**src/rtl/arb_2x1_stream.sv**
```systemverilog
// Two-input round-robin stream arbiter with a one-entry registered output stage.
// Also keeps saturating per-channel counts of accepted beats.
module arb_2x1_stream #(
    parameter int unsigned DW = 8,
    parameter int unsigned CW = 8
) (
    input  logic          clk,
    input  logic          rst_n,
    input  logic          i0_valid,
    input  logic [DW-1:0] i0_data,
    output logic          i0_ready,
    input  logic          i1_valid,
    input  logic [DW-1:0] i1_data,
    output logic          i1_ready,
    output logic          sel,
    output logic          y_valid,
    output logic [DW-1:0] y,
    output logic          y_src,
    input  logic          y_ready,
    output logic [CW-1:0] cnt0,
    output logic [CW-1:0] cnt1
);

    typedef enum logic {
        EMPTY = 1'b0,
        FULL  = 1'b1
    } state_t;

    localparam logic [CW-1:0] CNT_MAX = '1;

    state_t        state_q, state_d;
    logic [DW-1:0] y_q, y_d;
    logic          src_q, src_d;
    logic          last_q, last_d;
    logic [CW-1:0] cnt0_q, cnt0_d;
    logic [CW-1:0] cnt1_q, cnt1_d;
    logic          load;
    logic          accept;

    // Grant select: the lone requester wins; on contention the other channel from last
    always_comb begin
        sel = last_q;
        unique case ({i1_valid, i0_valid})
            2'b01:   sel = 1'b0;
            2'b10:   sel = 1'b1;
            2'b11:   sel = ~last_q;
            default: sel = last_q;
        endcase
    end

    assign load     = (state_q == EMPTY) | y_ready;
    assign i0_ready = rst_n & load & i0_valid & ~sel;
    assign i1_ready = rst_n & load & i1_valid &  sel;
    assign accept   = i0_ready | i1_ready;

    // Next-state and datapath update
    always_comb begin
        state_d = state_q;
        y_d     = y_q;
        src_d   = src_q;
        last_d  = last_q;
        cnt0_d  = cnt0_q;
        cnt1_d  = cnt1_q;

        if (accept) begin
            y_d    = sel ? i1_data : i0_data;
            src_d  = sel;
            last_d = sel;
            if (sel) begin
                cnt1_d = (cnt1_q == CNT_MAX) ? cnt1_q : cnt1_q + CW'(1);
            end else begin
                cnt0_d = (cnt0_q == CNT_MAX) ? cnt0_q : cnt0_q + CW'(1);
            end
        end

        unique case (state_q)
            EMPTY: begin
                if (accept) state_d = FULL;
            end
            FULL: begin
                if (y_ready) state_d = accept ? FULL : EMPTY;
            end
            default: state_d = EMPTY;
        endcase
    end

    // State register; last resets to 1 so channel 0 wins the first contention
    always_ff @(posedge clk) begin
        if (!rst_n) begin
            state_q <= EMPTY;
            y_q     <= '0;
            src_q   <= 1'b0;
            last_q  <= 1'b1;
            cnt0_q  <= '0;
            cnt1_q  <= '0;
        end else begin
            state_q <= state_d;
            y_q     <= y_d;
            src_q   <= src_d;
            last_q  <= last_d;
            cnt0_q  <= cnt0_d;
            cnt1_q  <= cnt1_d;
        end
    end

    assign y_valid = (state_q == FULL);
    assign y       = y_q;
    assign y_src   = src_q;
    assign cnt0    = cnt0_q;
    assign cnt1    = cnt1_q;

    // Structural invariants of the handshake
    a_one_ready : assert property (@(posedge clk) !(i0_ready && i1_ready));
    a_hold      : assert property (@(posedge clk) disable iff (!rst_n)
                      (y_valid && !y_ready) |=> (y_valid && $stable(y) && $stable(y_src)));

endmodule

```
**config.mk**
```make
export PLATFORM = sky130hd
export DESIGN_NAME = arb_2x1_stream
export DESIGN_NICKNAME = d
export VERILOG_FILES = /design/src/rtl/arb_2x1_stream.sv
export SDC_FILE = /design/constraint.sdc
export NUM_CORES = 1
export LEC_CHECK = 0
export ABC_AREA = 1
export BUFFER_PORTS_ARGS = -buffer_cell sky130_fd_sc_hd__buf_2
export CORE_ASPECT_RATIO = 0.9
export CORE_UTILIZATION = 52
export CTS_CLUSTER_DIAMETER = 50
export CTS_CLUSTER_SIZE = 10
export DETAILED_ROUTE_END_ITERATION = 10
export PLACE_DENSITY_LB_ADDON = 0.1
export SLEW_MARGIN = 20
export SYNTH_ARGS = -nofsm -noshare
export SYNTH_HDL_FRONTEND = slang
export SYNTH_SLANG_ARGS = --single-unit
```
**constraint.sdc**
```tcl
create_clock -name clk -period 3 [get_ports clk]
set_input_delay 0.6 -clock clk [delete_from_list [all_inputs] [get_ports clk]]
set_output_delay 0.6 -clock clk [all_outputs]
set_load 0.02 [all_outputs]
```
==> results.cfg <==
[run_status]
status = finished, final reports clean

[synth]
synth_fp_nets = 222
synth-compound-area-share_pct = 15.4
synth_xor_area_share_pct = 4.51
synthSimpleGateAreaFrac_pct = 32.0
synth.distinct_cells = 23
ys_warn_count = 0
synth_area_per_cell_sq_um = 6.83
synthesis.instances = 199
ys_seq_area_share_pct = 39.8
synth_fa_ha_area_share_pct = 1.84
syn_area_sq_um = 1360
synth_mux_area_share_pct = 0
ys_seq_elements = 27
synth_top_family_by_area = simple AND/OR/NAND/NOR gates

[placement]
dp_worst_setup_slack_ps = 776
dp_hpwl_microns = 2100
gp_congestion = 0.878
place.port_buffers = 49
placed_cells = 272

[detailed_routing]
drt-total-wl_microns = 2930
drtAntennaViolNets = 0
met3_length_microns = 150
firstDrtPassIters = 4
detail_route.iter0.violations = 66
routed.top_layer = met4
via_per_inst = 5.16
drc_errors = 0
wl_per_cell_microns = 10.6
wl_met2_microns = 1340
wl_met1_microns = 1430
vias = 1425

[worst_setup_path]
critPathKind = primary input to primary output
cp_top_family = buffers and inverters
startpoint_type = primary input
worst_ep_required_time_ps = 2400
path_max_fanout = 12
arrival_ps = 1610
crit_chain = buf_2 > o21ai_2 > inv_2 > nor2_1 > buf_2
r2r-start = last_q
crit_buf_inv = 3
slowest_delay_ps = 390
path_common_cell = buf_2
slowest_stage = o21ai_2
crit_path_end_kind = primary output
cp-startpoint = i1_valid

[layout]
post-route-util_pct = 66.8
final_cells = 276
final_layout_size_suffix_gt1_share_pct = 24.2
nets = 272
seq_area_sq_um = 541
multi_input_comb_area_sq_um = 729
antenna-diode-count = 0
fillCellCount = 242
synthToLayoutAreaGrowth_pct = 21.3

[global_route]
antenna_found_initial = 0
grt_first_pass_wirelength_microns = 5280
grtUsageTotal_pct = 23.3
grt-ovfl-total = 0
grt_max_degree = 20
grt_pass1_vias = 1255

[floorplan]
rows = 17
pin_count = 50
initial_core_util_pct = 55.1
chipHeight_microns = 50.5
die_x_microns = 55.9
core-area_sq_um = 2470
dieArea_sq_um = 2820

[pwr]
p_per_area_nw_per_um2 = 407
total_power_mw = 0.671
p_leak_nw = 0.823
ir_drop_mv = 0.412

[sta]
tightest_slew_ps = 485
slew_violations = 0
timing.final.crit_share_pct = 73.7
rsz0062_at_grt = false
hold_viol = 0
relSlewSlack_pct = 67.6
skew_ps = 1.62
fin_ws_ps = 790
final.setup.tns_ps = 0
period_needed_ps = 2210
clock.fmax_mhz = 453
setup_violations = 0

[clocking]
cts_buffers = 3
cts-hold-fix-buffers = 0
post-cts-setup-buffer-count = 0
clkTransAtPathRegs_ps = 130
cts_buffer_depth = 2
cts_root_buf = clkbuf_4
cts_tree = done
clk_latency_ps = 320
htreeDepth = 1
cts_sinks = 27
cts_resized = 0

[min_path]
hold_class = flip-flop to flip-flop
worstHoldStart = y_src

[flow_run]
cap_viol_max_count = 0
## flip-flops by register name, summed over array words and instances (netlist names)
register / count
cnt0: 8
y: 8
y_valid: 1
cnt1: 8
last_q: 1
y_src: 1
## metal layers
metal / vias up / global-route usage [%]
met5: - / 0
met4: 0 / 6.10
met3: 2 / 5.41
met2: 37 / 40.8
li1: 752 / -
met1: 634 / 29.2
## synthesized netlist by cell type (all sizes together)
cell    number  share of area, %
a31oi        8               3.7
nand2       65                18
xnor2        1              0.64
dfxtp       27                40
o211ai       1              0.92
clkbuf       2              0.55
a21o         1              0.55
inv         17               4.7
nand3       18               7.0
o21ai       11               4.3
nand4        2              0.92
nor2        18               5.3
xor2         6               3.9
ha           2               1.8
nand3b       1              0.55
buf          3               1.3
a21oi       16               5.9
## report_power, final
part           internal, mW  switching (mW)
Combinational        0.0434          0.0865
Sequential            0.376          0.0106
Clock                0.0521           0.103
## stage by stage
stage          hold WS, ps  cell area [sq um]
2_1_floorplan          474               1360
3_3_place_gp           452               1620
3_5_place_dp           456               1620
4_1_cts                485               1650
5_1_grt                521               1650
6_report               487               1650
## worst reg2reg max path, cell delays in order, from the launching register on
cell	delay, ps
dfxtp_1	360
o21ai_2	430
buf_4	250
nand3_1	240
nand2_1	130
a21oi_1	70
## final timing paths
kind                   end  slack (ps)  cells past startpoint
setup reg to reg   cnt0[0]        1400                      5
setup / recovery  i0_ready         790                      5
hold / removal       y_src         490                      2
hold reg to reg      y_src         490                      2
## cells in the final DEF (no fill, tap or decap), drive strengths merged
cell	netlist	layout
a21oi	16	16
a31oi	8	8
o21ai	11	11
nand3	18	18
clkbuf	2	4
xor2	6	6
nand3b	1	1
inv	17	17
ha	2	2
a21o	1	1
nor2	18	18
dfxtp	27	27
buf	3	50
o211ai	1	1
nand2	65	65
nand4	2	2
xnor2	1	1
## cell type report
cell class | instances | share of cell area, %
tap | 28 | 2.13
clock buffer | 4 | 1.59
inverter | 17 | 3.87
timing repair buffer | 50 | 15.3
sequential | 27 | 32.8
multi-input combinational | 150 | 44.3
## cells by family after synthesis
group,Yosys count
simple gates,104
compound gates,37
flops,27
buf+inv,22
xor+xnor,7
fa+ha+maj,2
(Power assumes the default switching activity.)
